--- src/rtl/alu_muldiv_seq_pkg.sv ---
// Shared definitions for the iterative multiply/divide unit.
package alu_muldiv_seq_pkg;

  localparam int unsigned DEF_WIDTH = 32;

  // ALU select codes that decode routes to this unit instead of the combinational ALU
  localparam logic [2:0] ALU_SEL_MUL = 3'd6;
  localparam logic [2:0] ALU_SEL_DIV = 3'd7;

  // op encoding on the request bus
  localparam logic OP_MUL = 1'b0;
  localparam logic OP_DIV = 1'b1;

  typedef enum logic [1:0] {
    ST_IDLE = 2'd0,
    ST_RUN  = 2'd1,
    ST_DONE = 2'd2
  } state_e;

  // Iteration counter width; it must hold WIDTH-1
  function automatic int unsigned cnt_width(input int unsigned w);
    return (w > 1) ? $clog2(w) : 1;
  endfunction

endpackage

--- src/rtl/alu_muldiv_seq_if.sv ---
// Request/response bus between execute-stage control and the multiply/divide unit.
import alu_muldiv_seq_pkg::*;

interface alu_muldiv_seq_if #(
  parameter int unsigned WIDTH = DEF_WIDTH
);
  logic             start;
  logic             op;
  logic [WIDTH-1:0] operand_a;
  logic [WIDTH-1:0] operand_b;
  logic             flush;
  logic             busy;
  logic             done;
  logic [WIDTH-1:0] result_lo;
  logic [WIDTH-1:0] result_hi;
  logic             div_by_zero;

  // Requester side (execute-stage control)
  modport master (
    output start, op, operand_a, operand_b, flush,
    input  busy, done, result_lo, result_hi, div_by_zero
  );

  // Unit side
  modport slave (
    input  start, op, operand_a, operand_b, flush,
    output busy, done, result_lo, result_hi, div_by_zero
  );
endinterface

--- src/rtl/alu_muldiv_seq_dp.sv ---
// Datapath: shared WIDTH+1-bit adder plus the {acc,low} shift pair for
// shift-add multiply and restoring divide, one bit per step.
module alu_muldiv_seq_dp
  import alu_muldiv_seq_pkg::*;
#(
  parameter int unsigned WIDTH = DEF_WIDTH
) (
  input  logic             clk,
  input  logic             rst_n,
  input  logic             i_load,
  input  logic             i_step,
  input  logic             i_op,
  input  logic [WIDTH-1:0] i_a,
  input  logic [WIDTH-1:0] i_b,
  output logic [WIDTH-1:0] o_lo_q,
  output logic [WIDTH-1:0] o_hi_c,
  output logic [WIDTH-1:0] o_lo_c
);
  localparam int unsigned SUM_W = WIDTH + 1;

  logic             r_op;
  logic [WIDTH-1:0] r_acc;   // mul: upper accumulator, div: partial remainder
  logic [WIDTH-1:0] r_low;   // mul: multiplier/product low, div: dividend/quotient
  logic [WIDTH-1:0] r_opnd;  // mul: multiplicand, div: divisor

  logic [SUM_W-1:0] w_add_x;
  logic [SUM_W-1:0] w_add_y;
  logic [SUM_W-1:0] w_sum;
  logic [SUM_W-1:0] w_rem_sh;
  logic [WIDTH-1:0] w_quot_sh;

  // Adder operand select: accumulate for mul, trial-subtract for div
  always_comb begin
    w_rem_sh  = {r_acc, r_low[WIDTH-1]};
    w_quot_sh = {r_low[WIDTH-2:0], 1'b0};
    w_add_x   = '0;
    w_add_y   = '0;
    if (r_op == OP_DIV) begin
      w_add_x = w_rem_sh;
      w_add_y = ~{1'b0, r_opnd} + SUM_W'(1);
    end else begin
      w_add_x = {1'b0, r_acc};
      w_add_y = r_low[0] ? {1'b0, r_opnd} : '0;
    end
  end

  assign w_sum = w_add_x + w_add_y;

  // Next-step values; the partial remainder is below 2*divisor, so the top
  // bit of the difference is the borrow
  always_comb begin
    o_hi_c = r_acc;
    o_lo_c = r_low;
    if (r_op == OP_DIV) begin
      if (!w_sum[WIDTH]) begin
        o_hi_c = w_sum[WIDTH-1:0];
        o_lo_c = w_quot_sh | WIDTH'(1);
      end else begin
        o_hi_c = w_rem_sh[WIDTH-1:0];
        o_lo_c = w_quot_sh;
      end
    end else begin
      o_hi_c = w_sum[WIDTH:1];
      o_lo_c = {w_sum[0], r_low[WIDTH-1:1]};
    end
  end

  assign o_lo_q = r_low;

  // Operand load on accept, one iteration per step
  always_ff @(posedge clk or negedge rst_n) begin
    if (!rst_n) begin
      r_op   <= OP_MUL;
      r_acc  <= '0;
      r_low  <= '0;
      r_opnd <= '0;
    end else if (i_load) begin
      r_op   <= i_op;
      r_acc  <= '0;
      r_low  <= (i_op == OP_DIV) ? i_a : i_b;
      r_opnd <= (i_op == OP_DIV) ? i_b : i_a;
    end else if (i_step) begin
      r_acc  <= o_hi_c;
      r_low  <= o_lo_c;
    end
  end

endmodule

--- src/rtl/alu_muldiv_seq.sv ---
// Iterative multiply/divide unit: FSM, iteration counter and handshake;
// arithmetic lives in alu_muldiv_seq_dp.
module alu_muldiv_seq
  import alu_muldiv_seq_pkg::*;
#(
  parameter int unsigned WIDTH = DEF_WIDTH
) (
  input  logic              clk,
  input  logic              rst_n,
  alu_muldiv_seq_if.slave   bus
);
  localparam int unsigned CNT_W = cnt_width(WIDTH);

  state_e           r_state;
  logic [CNT_W-1:0] r_cnt;
  logic             r_busy;
  logic             r_done;
  logic             r_dz;
  logic             r_dz_pend;
  logic [WIDTH-1:0] r_lo;
  logic [WIDTH-1:0] r_hi;

  logic             w_accept;
  logic             w_step;
  logic [WIDTH-1:0] w_lo_q;
  logic [WIDTH-1:0] w_hi_c;
  logic [WIDTH-1:0] w_lo_c;

  // Start is taken in IDLE or DONE; flush blocks a same-cycle start
  assign w_accept = bus.start && !bus.flush && (r_state != ST_RUN);
  assign w_step   = (r_state == ST_RUN) && !bus.flush && !r_dz_pend;

  alu_muldiv_seq_dp #(
    .WIDTH (WIDTH)
  ) u_dp (
    .clk    (clk),
    .rst_n  (rst_n),
    .i_load (w_accept),
    .i_step (w_step),
    .i_op   (bus.op),
    .i_a    (bus.operand_a),
    .i_b    (bus.operand_b),
    .o_lo_q (w_lo_q),
    .o_hi_c (w_hi_c),
    .o_lo_c (w_lo_c)
  );

  // Control FSM with registered handshake and result outputs
  always_ff @(posedge clk or negedge rst_n) begin
    if (!rst_n) begin
      r_state   <= ST_IDLE;
      r_cnt     <= '0;
      r_busy    <= 1'b0;
      r_done    <= 1'b0;
      r_dz      <= 1'b0;
      r_dz_pend <= 1'b0;
      r_lo      <= '0;
      r_hi      <= '0;
    end else begin
      r_done <= 1'b0;
      case (r_state)
        ST_IDLE, ST_DONE: begin
          if (w_accept) begin
            r_state   <= ST_RUN;
            r_busy    <= 1'b1;
            r_cnt     <= CNT_W'(WIDTH - 1);
            r_dz      <= 1'b0;
            r_dz_pend <= (bus.op == OP_DIV) && (bus.operand_b == '0);
          end else begin
            r_state <= ST_IDLE;
            r_busy  <= 1'b0;
          end
        end
        ST_RUN: begin
          if (bus.flush) begin
            // abort: no done, previous results kept
            r_state   <= ST_IDLE;
            r_busy    <= 1'b0;
            r_dz_pend <= 1'b0;
          end else if (r_dz_pend) begin
            // divide by zero finishes one cycle after accept; dividend held in dp low
            r_state   <= ST_DONE;
            r_busy    <= 1'b0;
            r_done    <= 1'b1;
            r_dz      <= 1'b1;
            r_dz_pend <= 1'b0;
            r_lo      <= '1;
            r_hi      <= w_lo_q;
          end else if (r_cnt == '0) begin
            r_state <= ST_DONE;
            r_busy  <= 1'b0;
            r_done  <= 1'b1;
            r_lo    <= w_lo_c;
            r_hi    <= w_hi_c;
          end else begin
            r_cnt <= r_cnt - CNT_W'(1);
          end
        end
        default: begin
          r_state <= ST_IDLE;
          r_busy  <= 1'b0;
        end
      endcase
    end
  end

  assign bus.busy        = r_busy;
  assign bus.done        = r_done;
  assign bus.result_lo   = r_lo;
  assign bus.result_hi   = r_hi;
  assign bus.div_by_zero = r_dz;

endmodule

--- src/flat_wrapper.sv ---
// flat-port wrapper written by rule: the top's interface ports become plain ports
module alu_muldiv_seq_flat import alu_muldiv_seq_pkg::*;
#(
  parameter int unsigned WIDTH = DEF_WIDTH
)
  (clk, rst_n, bus_start, bus_op, bus_operand_a, bus_operand_b, bus_flush, bus_busy, bus_done, bus_result_lo, bus_result_hi, bus_div_by_zero);
  alu_muldiv_seq_if #(.WIDTH(WIDTH)) bus_i ();
  input  logic clk;
  input  logic rst_n;
  input wire logic [$bits(bus_i.start)-1:0] bus_start;
  input wire logic [$bits(bus_i.op)-1:0] bus_op;
  input wire logic [$bits(bus_i.operand_a)-1:0] bus_operand_a;
  input wire logic [$bits(bus_i.operand_b)-1:0] bus_operand_b;
  input wire logic [$bits(bus_i.flush)-1:0] bus_flush;
  output wire logic [$bits(bus_i.busy)-1:0] bus_busy;
  output wire logic [$bits(bus_i.done)-1:0] bus_done;
  output wire logic [$bits(bus_i.result_lo)-1:0] bus_result_lo;
  output wire logic [$bits(bus_i.result_hi)-1:0] bus_result_hi;
  output wire logic [$bits(bus_i.div_by_zero)-1:0] bus_div_by_zero;
  assign bus_i.start = bus_start;
  assign bus_i.op = bus_op;
  assign bus_i.operand_a = bus_operand_a;
  assign bus_i.operand_b = bus_operand_b;
  assign bus_i.flush = bus_flush;
  assign bus_busy = bus_i.busy;
  assign bus_done = bus_i.done;
  assign bus_result_lo = bus_i.result_lo;
  assign bus_result_hi = bus_i.result_hi;
  assign bus_div_by_zero = bus_i.div_by_zero;
  alu_muldiv_seq #(.WIDTH(WIDTH)) u_core (.clk(clk), .rst_n(rst_n), .bus(bus_i));
endmodule
--- config.mk ---
export PLATFORM = sky130hd
export DESIGN_NAME = alu_muldiv_seq_flat
export DESIGN_NICKNAME = d
export VERILOG_FILES = /design/src/rtl/alu_muldiv_seq_pkg.sv /design/src/rtl/alu_muldiv_seq_if.sv /design/src/rtl/alu_muldiv_seq_dp.sv /design/src/rtl/alu_muldiv_seq.sv /design/src/flat_wrapper.sv
export SDC_FILE = /design/constraint.sdc
export NUM_CORES = 1
export LEC_CHECK = 0
export CAP_MARGIN = 20
export CORE_UTILIZATION = 40
export CTS_CLUSTER_SIZE = 24
export DETAILED_ROUTE_END_ITERATION = 8
export PLACE_DENSITY = 0.6
export SLEW_MARGIN = 0
export SYNTH_ARGS = -nofsm -noshare
export SYNTH_HDL_FRONTEND = slang
export SYNTH_SLANG_ARGS = --single-unit
--- constraint.sdc ---
create_clock -name clk -period 5.57 [get_ports clk]
set_clock_uncertainty 0.2 [all_clocks]
set_input_delay 0.8355 -clock clk [delete_from_list [all_inputs] [get_ports clk]]
set_output_delay 0.8355 -clock clk [all_outputs]
set_load 0.01 [all_outputs]
==> results of run 1 <==
-- cell type report --
cell class              instances  area share [%]
clock inverters                14            1.08
repair buffers                203            13.2
clock buffers                  17            2.97
flip-flops and latches        172            30.1
well taps                     384            3.36
multi-input cells            1033            48.8
inverters                      20           0.524
-- stage by stage --
stage | utilization [%] | worst slack, ns | setup TNS [ns] | hold slack [ns]
global placement | 47.7 | 0.211 | 0 | 0.289
CTS | 49.7 | 0.121 | 0 | 0.306
detailed placement | 47.7 | 0.143 | 0 | 0.289
floorplan | - | 0.269 | 0 | 0.272
finish | 49.7 | 0.251 | 0 | 0.289
global route | 49.7 | -0.00199 | -0.00199 | 0.338
-- logic make-up (layout without fill, tap and decap cells) --
kind of cell               after synthesis  after routing  share of synthesized area [%]
adders and majority gates               36             36                           3.91
DFF                                    172            172                           36.8
AOI/OAI and AO/OA                      417            417                           23.4
and+or+nand+nor                        383            383                           15.2
muxes                                  151            151                           13.4
xor gates and xnor gates                46             46                           3.44
buffers and inverters                  115            254                           3.90
-- flip-flops by register name, summed over array words and instances (netlist names) --
name                    count
u_core.bus.busy             1
u_core.u_dp.r_opnd         32
u_core.r_cnt                5
u_core.bus.div_by_zero      1
u_core.bus.result_lo       32
u_core.u_dp.o_lo_q         32
u_core.u_dp.r_acc          32
u_core.u_dp.r_op            1
u_core.bus.done             1
u_core.r_dz_pend            1
u_core.bus.result_hi       32
u_core.r_state              2
-- per-layer routing --
metal  vias to the layer above  part of all wire (%)
met5                         -                     0
met3                        56                   6.9
met4                         0                   2.6
met1                      5466                    47
met2                       419                    44
li1                       5195                     -
-- path summary, 6_finish.rpt --
path                                               startpoint                                    to  slack, ns
setup / recovery           u_core.u_dp.r_opnd[10]$_DFFE_PN0P_  u_core.bus.result_hi[21]$_DFFE_PN0P_       0.25
hold / removal                                          rst_n   u_core.bus.result_lo[4]$_DFFE_PN0P_       0.29
setup reg to reg           u_core.u_dp.r_opnd[10]$_DFFE_PN0P_  u_core.bus.result_hi[21]$_DFFE_PN0P_       0.25
hold reg to reg                   u_core.bus.busy$_DFFE_PN0P_           u_core.bus.busy$_DFFE_PN0P_       0.31
max in group asynchronous                               rst_n    u_core.u_dp.o_lo_q[30]$_DFFE_PN0P_       3.79
min in group clk                  u_core.bus.busy$_DFFE_PN0P_           u_core.bus.busy$_DFFE_PN0P_       0.31
-- what timing repair did --
item	in CTS	in global routing
setup endpoints to repair	0	55
endpoints found under the hold margin	0	0
resized for setup	0	8
hold buffers	0	0
setup buffers	0	1
-- power groups by stage --
stage / Clock [mW] / Combinational [mW] / Sequential, mW
2_1_floorplan: 0 / 2.22 / 1.73
3_3_place_gp: 0 / 3.21 / 1.89
3_5_place_dp: 0 / 3.24 / 1.89
4_1_cts: 1.21 / 3.26 / 1.87
5_1_grt: 1.26 / 3.62 / 1.92
6_report: 1.19 / 3.32 / 1.88
-- cells in the final DEF, fill, tap and decap left out, types with 20 or more instances in the layout --
cell type	instances
inv_1	20
o221ai_1	28
o21ai_0	109
clkdlybuf4s50_1	133
mux2_2	30
a21oi_1	78
buf_4	67
nor3_1	21
a211oi_1	29
mux2i_1	118
nand2_1	140
nor2_1	108
o22ai_1	33
ha_1	35
dfrtp_1	171
xor2_1	27
-- worst register-to-register path, stage by stage, from the launching register on --
cell      delay, ns
dfrtp_1        0.43
or3_1          0.43
or3_4          0.43
or3_1          0.35
or4b_4         0.52
or3_1          0.38
xnor2_1        0.13
o21ai_1        0.15
ha_1           0.27
a21o_1         0.18
a211o_1        0.30
a31oi_1        0.13
a21boi_1       0.24
o221ai_1       0.17
buf_4          0.23
a21boi_0       0.39
a21oi_1        0.08
a211oi_1       0.24
==> run summary, run 1 <==
Initial Utilization: 40.7%
Leak: 6.16 nW
Clock Power Share: 18.7%
CP max stage delay: 0.52 ns
Top cell by count, worst path: or3_1
drc violations: 0
most frequent cell after synthesis: dfrtp_1
CP Buf/Inv Count: 1
Layout Cells excl Fill: 1843
placed cell areas: 13700 um^2
min-delay worst type: in -> async
drt pass-1 iters: 5
Area Overhead vs Synth: 22.3%
Post-synth EDFFs: 0
flops & latches, synth: 172
Tmin final: 5.32 ns
Max Clock Freq: 188 MHz
CP top delay family: simple AND/OR/NAND/NOR gates
fill count: 2720
largest net degree at the start of global routing: 103
worst r2r path cells: 17
WL final: 40.3 mm
GR Util All Layers: 27.1%
startpoint types: flop
fraction of layout cells with a size suffix above 1: 10.7%
core area: 28800 um^2
Slew headroom: 28.8%
FF+latch area: 4310 um^2
GP Congestion: 0.941
via density per instance: 6.04
antenna violations before repair: 0
P_sw: 2.89 mW
Reg clk slew, reported paths: 0.08 ns
clk_lat worst skew: 0.45 ns
GRT busiest layer: met2
nets: 1552
pwr dens: 447 nW/um^2
Finished Cell Area: 14300 um^2
cts bufs inserted: 17
Cell Chain, Critical Path: or3_1 > or3_4 > or3_1 > or4b_4 > or3_1 > xnor2_1 > o21ai_1 > ha_1 > a21o_1 > a211o_1 > a31oi_1 > a21boi_1 > o221ai_1 > buf_4 > a21boi_0 > a21oi_1 > a211oi_1
Reg power frac: 29.4%
Inserted Diodes: 0
Clock Path Buffers: 2
CTS Sinks: 172
P_int: 3.50 mW
Post-Syn Nets: 1425
Sw Ratio: 45.2%
met1 GRT Util: 39.3%
Area contributors post-synth: dfrtp_1 (37%), mux2i_1 (10%), o21ai_0 (4.7%)
crit path DAT: 5.48 ns
IO Port Bufs: 135
CP Data Required Time: 5.73 ns
Setup violations, final: 0
DP HPWL: 29.8 mm
cell taking the most area after synthesis: dfrtp_1
I/O Pins: 136
Post-synth top cells: dfrtp_1 (172), nand2_1 (141), mux2i_1 (118)
Via Count: 11100
VDD IR max: 0.212 mV
nature of the critical path endpoint: flop
Max Transition Viols Final: 0
chip height: 173 um
post-synth top area share: 36.8%
Die ar.: 30000 um^2
fin crit share: 95.5%
grt ovf: 0
Clock Root Buffer: clkbuf_16
Synth async-reset ratio: 100%
Final Power: 6.40 mW
Iter 0 DRT Violations: 929
synth unique cells: 68
cells after synthesis: 1320
CP Class: reg -> reg
Final Hold Vio Count: 0
Global Route met3 Usage: 4.99%
proportion of power drawn by combinational gates: 51.9%
Max-Cap Viols: 0
DR WL/cell: 21.9 um
first-pass GRT wire length: 63.2 mm
H-tree level count: 4
Most used DFF post-synth: dfrtp_1
status: completed
met2 Resource Use GR: 40.3%
TritonCTS clock tree: done
slowest CP cell: or4b_4
Final ANT Viol Nets: 0
Multi-input gate area: 6990 um^2
placed instance count: 1811
Mean Syn Cell Area: 8.87 um^2
register area share after synthesis: 36.8%
die width: 173 um
Yosys warning count: 0
Crit path depth: 17
Slew @ Worst Pin: 1.07 ns
vias in the first global route: 10800
row count: 62
CP max FO: 11
Mapped Area: 11700 um^2
Note: power is estimated with default switching activity, not from simulation.
==> inputs of run 2 (changes only) <==
- ABC_AREA: default -> 1
- GPL_ROUTABILITY_DRIVEN: default -> 0
- PLACE_DENSITY: 0.6 -> 0.59
- SKIP_CTS_REPAIR_TIMING: default -> 1
==> run summary, run 2 <==
status: completed
placed instance count: 2393
P_int: 3.47 mW
most frequent cell after synthesis: nand2_1
final setup margin: 0.921 ns
RSZ-0062 raised after global routing: no
drc violations: 0
proportion of power drawn by combinational gates: 57.9%
R2R Path Start: u_core.u_dp.r_opnd[1]$_DFFE_PN0P_
Final Hold Vio Count: 0
commonest non-fill, non-tap cells in the layout: nand2_1 (719), inv_1 (227), o21ai_0 (189)
slowest CP cell: ha_1
cell taking the most area after synthesis: dfrtp_1
WL final: 44.4 mm
VDD IR max: 0.236 mV
cts bufs inserted: 17
GR Util All Layers: 28.6%
CTS Sinks: 172
worst slack, placed: 1.05 ns
startpoint types: flop
Reg clk slew, reported paths: 0.10 ns
Mapped Area: 12500 um^2
Final ANT Viol Nets: 0
Layout Cells excl Fill: 2425
antenna violations before repair: 0
commonest non-fill, non-tap cell in the layout: nand2_1
first-pass GRT wire length: 69.1 mm
Die ar.: 31900 um^2
Most used DFF post-synth: dfrtp_1
Mean Syn Cell Area: 6.47 um^2
CP max stage delay: 0.38 ns
cells after synthesis: 1931
Slew @ Worst Pin: 1.09 ns
Area contributors post-synth: dfrtp_1 (34%), nand2_1 (22%), o21ai_0 (7.6%)
Yosys warning count: 0
Clock Power Share: 17.6%
die width: 179 um
Post-synth EDFFs: 0
CP Data Required Time: 5.69 ns
crit path DAT: 4.77 ns
register area share after synthesis: 34.5%
DP HPWL: 34.6 mm
row count: 64
Top cell by count, worst path: nand2_1
min-delay worst type: in -> async
Reg power frac: 24.5%
I/O Pins: 136
Clock Root Buffer: clkbuf_16
Slew headroom: 27.1%
Multi-input gate area: 6910 um^2
drt pass-1 iters: 6
Final Power: 7.01 mW
Sw Ratio: 50.5%
fin crit share: 83.5%
nets: 2121
Hold WS: 0.0818 ns
Area Overhead vs Synth: 17.5%
pwr dens: 478 nW/um^2
post-synth top area share: 34.5%
Via Count: 12900
Post-Syn Nets: 2036
Post-synth top cells: nand2_1 (719), inv_1 (227), o21ai_0 (189)
IO Port Bufs: 135
chip height: 179 um
Max Clock Freq: 215 MHz
Max-Cap Viols: 0
fill count: 3132
grt ovf: 0
RR Endpoint: u_core.bus.result_hi[24]$_DFFE_PN0P_
fraction of layout cells with a size suffix above 1: 5.67%
DR WL/cell: 18.3 um
clk_lat worst skew: 0.45 ns
flops & latches, synth: 172
Synth async-reset ratio: 100%
CP max FO: 32
Finished Cell Area: 14700 um^2
H-tree level count: 4
Clock Path Buffers: 2
Initial Utilization: 40.7%
Tmin final: 4.65 ns
P_sw: 3.54 mW
worst r2r path cells: 25
nature of the critical path endpoint: flop
Iter 0 DRT Violations: 1190
Leak: 7.58 nW
synth unique cells: 45
vias in the first global route: 12100
placed cell areas: 14100 um^2
core area: 30700 um^2
post-layout util: 47.8%
TritonCTS clock tree: done
FF+latch area: 4310 um^2
Inserted Diodes: 0
Max Transition Viols Final: 0
largest net degree at the start of global routing: 127
flop-to-flop setup slack: 0.92 ns
final setup TNS: 0 ns
Setup violations, final: 0
via density per instance: 5.31
CP Class: reg -> reg
Setup crit start: u_core.u_dp.r_opnd[1]$_DFFE_PN0P_
[run 2: layout make-up]
type	instances	share of cell area, %
clock inverter	13	0.998
multi-input combinational	1438	47.1
timing repair buffer	149	9.99
inverter	238	6.09
tap	396	3.38
clock buffer	19	3.09
sequential	172	29.4
[run 2: cells by family (layout without fill, tap and decap cells)]
family | Yosys count | count (layout) | synth area share, %
fa+ha+maj | 36 | 36 | 3.67
xor+xnor | 14 | 14 | 0.982
buf+inv | 321 | 419 | 10.2
compound gates | 360 | 360 | 16.6
flops | 172 | 172 | 34.5
simple gates | 1028 | 1028 | 34.1
[run 2: worst max-delay path by stage]
stage                                           endpoint  slack [ns]  cells after the start
floorplan           u_core.bus.result_hi[18]$_DFFE_PN0P_        2.04                     28
global placement    u_core.bus.result_hi[27]$_DFFE_PN0P_        1.10                     20
detailed placement  u_core.bus.result_hi[18]$_DFFE_PN0P_        1.05                     27
CTS                 u_core.bus.result_hi[18]$_DFFE_PN0P_        0.98                     27
global route        u_core.bus.result_hi[24]$_DFFE_PN0P_        0.45                     27
finish              u_core.bus.result_hi[24]$_DFFE_PN0P_        0.92                     25
[run 2: per-layer routing]
metal / part of all wire (%) / vias to the layer above / track usage (%)
met1: 47 / 6007 / 40.5
met5: 0 / - / 0
met2: 45 / 465 / 45.8
met4: 2.0 / 0 / 7.27
met3: 6.0 / 38 / 3.65
li1: - / 6377 / -
[run 2: power by group through the flow]
stage / Clock (mW) / Sequential (mW) / Combinational, mW
floorplan: 0 / 1.66 / 2.98
global placement: 0 / 1.73 / 3.97
detailed placement: 0 / 1.73 / 4.00
CTS: 1.25 / 1.71 / 4.02
global route: 1.30 / 1.75 / 4.56
finish: 1.23 / 1.72 / 4.05
[run 2: worst max-delay path: cells and delay by family (launching register included)]
kind / cells / cell delay (ns)
AOI/OAI and AO/OA: 5 / 0.98
adders and majority gates: 1 / 0.38
buffers and inverters: 2 / 0.27
DFF: 1 / 0.36
and+or+nand+nor: 17 / 2.28
==> inputs of run 3 (changes only) <==
- clock period: 5.57 -> 4.04 ns (I/O delays scaled with it)
==> run summary, run 3 (synthesis gave the netlist of run 2 again) <==
status: finished with violations
failing checks: hold timing
core area: 30700 um^2
Die ar.: 31900 um^2
RSZ-0062 raised after global routing: yes
R2R Path Start: u_core.u_dp.r_opnd[2]$_DFFE_PN0P_
die width: 179 um
row count: 64
WL final: 47.7 mm
CP top delay family: simple AND/OR/NAND/NOR gates
CP Class: reg -> reg
commonest non-fill, non-tap cell in the layout: nand2_1
min-delay worst type: in -> async
RR Endpoint: u_core.bus.result_hi[23]$_DFFE_PN0P_
Finished Cell Area: 16300 um^2
GR Util All Layers: 29.4%
CP Data Required Time: 4.18 ns
Final Hold Vio Count: 1
Tmin final: 4.04 ns
Reg clk slew, reported paths: 0.08 ns
CP max stage delay: 0.39 ns
IO Port Bufs: 135
CTS Sinks: 172
Hold WS: -0.0232 ns
CP max FO: 7
slowest CP cell: dfrtp_1
Clock Path Buffers: 2
drt pass-1 iters: 5
placed cell areas: 14700 um^2
startpoint types: flop
nets: 2212
vias in the first global route: 12500
Clock Root Buffer: clkbuf_16
Slew @ Worst Pin: 0.845 ns
worst r2r path cells: 26
CP Buf/Inv Count: 2
TritonCTS clock tree: done
Initial Utilization: 40.7%
clk_lat worst skew: 0.45 ns
worst slack, placed: -0.233 ns
grt ovf: 0
Max Transition Viols Final: 0
crit path DAT: 4.17 ns
via density per instance: 5.43
Iter 0 DRT Violations: 1438
drc violations: 0
fin crit share: 100%
Leak: 8.24 nW
chip height: 179 um
Max-Cap Viols: 0
nature of the critical path endpoint: flop
largest net degree at the start of global routing: 95
pwr dens: 714 nW/um^2
Setup violations, final: 0
first-pass GRT wire length: 70.7 mm
DP HPWL: 35.7 mm
H-tree level count: 4
Via Count: 13700
Slew headroom: 43.6%
DR WL/cell: 19.0 um
commonest non-fill, non-tap cells in the layout: nand2_1 (629), inv_1 (215), dfrtp_1 (171)
I/O Pins: 136
Top cell by count, worst path: nand2_4
flop-to-flop setup slack: 0.002 ns
Final ANT Viol Nets: 0
cts bufs inserted: 17
Max Clock Freq: 248 MHz
fraction of layout cells with a size suffix above 1: 17.9%
Inserted Diodes: 0
VDD IR max: 0.361 mV
Area Overhead vs Synth: 30.7%
fill count: 3013
antenna violations before repair: 0
final setup margin: 0.00168 ns
[run 3: power breakdown]
group / switching (mW) / internal, mW
combinational: 4.68 / 2.92
clock: 0.862 / 0.845
sequential: 0.269 / 2.08
[run 3: cell type report]
| cell class | instances | area (um^2) | share of cell area [%] |
|---|---|---|---|
| multi-input combinational | 1438 | 7750 | 47.5 |
| sequential | 172 | 4310 | 26.4 |
| timing repair buffer | 240 | 2280 | 14.0 |
| inverter | 238 | 893 | 5.47 |
| tap | 396 | 495 | 3.04 |
| clock buffer | 18 | 439 | 2.69 |
| clock inverter | 14 | 149 | 0.912 |
[run 3: worst max path at each step]
stage	start	to	slack (ns)	depth (start not counted)
after global routing	u_core.u_dp.r_opnd[0]$_DFFE_PN0P_	u_core.bus.result_hi[23]$_DFFE_PN0P_	-0.24	26
after floorplan	u_core.u_dp.r_opnd[2]$_DFFE_PN0P_	u_core.bus.result_hi[18]$_DFFE_PN0P_	0.51	28
final	u_core.u_dp.r_opnd[2]$_DFFE_PN0P_	u_core.bus.result_hi[23]$_DFFE_PN0P_	0.002	26
after CTS	u_core.u_dp.r_opnd[2]$_DFFE_PN0P_	u_core.bus.result_hi[18]$_DFFE_PN0P_	-0.25	25
after global placement	u_core.u_dp.r_opnd[2]$_DFFE_PN0P_	u_core.bus.result_hi[25]$_DFFE_PN0P_	-0.08	28
after detailed placement	u_core.u_dp.r_opnd[2]$_DFFE_PN0P_	u_core.bus.result_hi[18]$_DFFE_PN0P_	-0.23	30
[run 3: layer usage]
layer	routed length [um]	part of all wire [%]	track usage (%)	vias to the layer above
met4	1390	2.9	9.71	0
met3	3110	6.5	3.22	76
met5	0	0	0	-
li1	-	-	-	6553
met1	21800	46	42.3	6475
met2	21400	45	45.8	555
[run 3: worst register-to-register path: stages (launching register included)]
cell and delay, ns:
dfrtp_1 0.39, inv_2 0.08, nand3_4 0.07, nor3_4 0.21, nand3_2 0.13, nor3_4 0.20
nand3_2 0.12, nor2_4 0.23, nand4_1 0.16, nand2_1 0.12, nand3_1 0.09, nand2_2 0.14
ha_4 0.24, a21oi_4 0.17, and2_4 0.18, nand2_4 0.06, nand2_4 0.07, nand2_4 0.05
a21oi_4 0.13, nand2_2 0.08, nand3_4 0.20, clkbuf_16 0.22, nand2_4 0.05, nand2_4 0.08
nand3_4 0.09, nand2_2 0.11, nand2_1 0.05
[run 3: metrics by stage]
stage	util, %	hold WS (ns)	cells	TNS (ns)	total power, mW
after floorplan	-	0.110	1931	0	6.41
after global placement	48.0	0.261	2472	-0.619	8.54
after detailed placement	48.0	0.266	2472	-7.46	8.59
after CTS	49.9	0.0235	2504	-8.94	10.3
after global routing	53.2	0.0367	2516	-10.16	12.5
final	53.2	-0.0232	2516	0	11.7
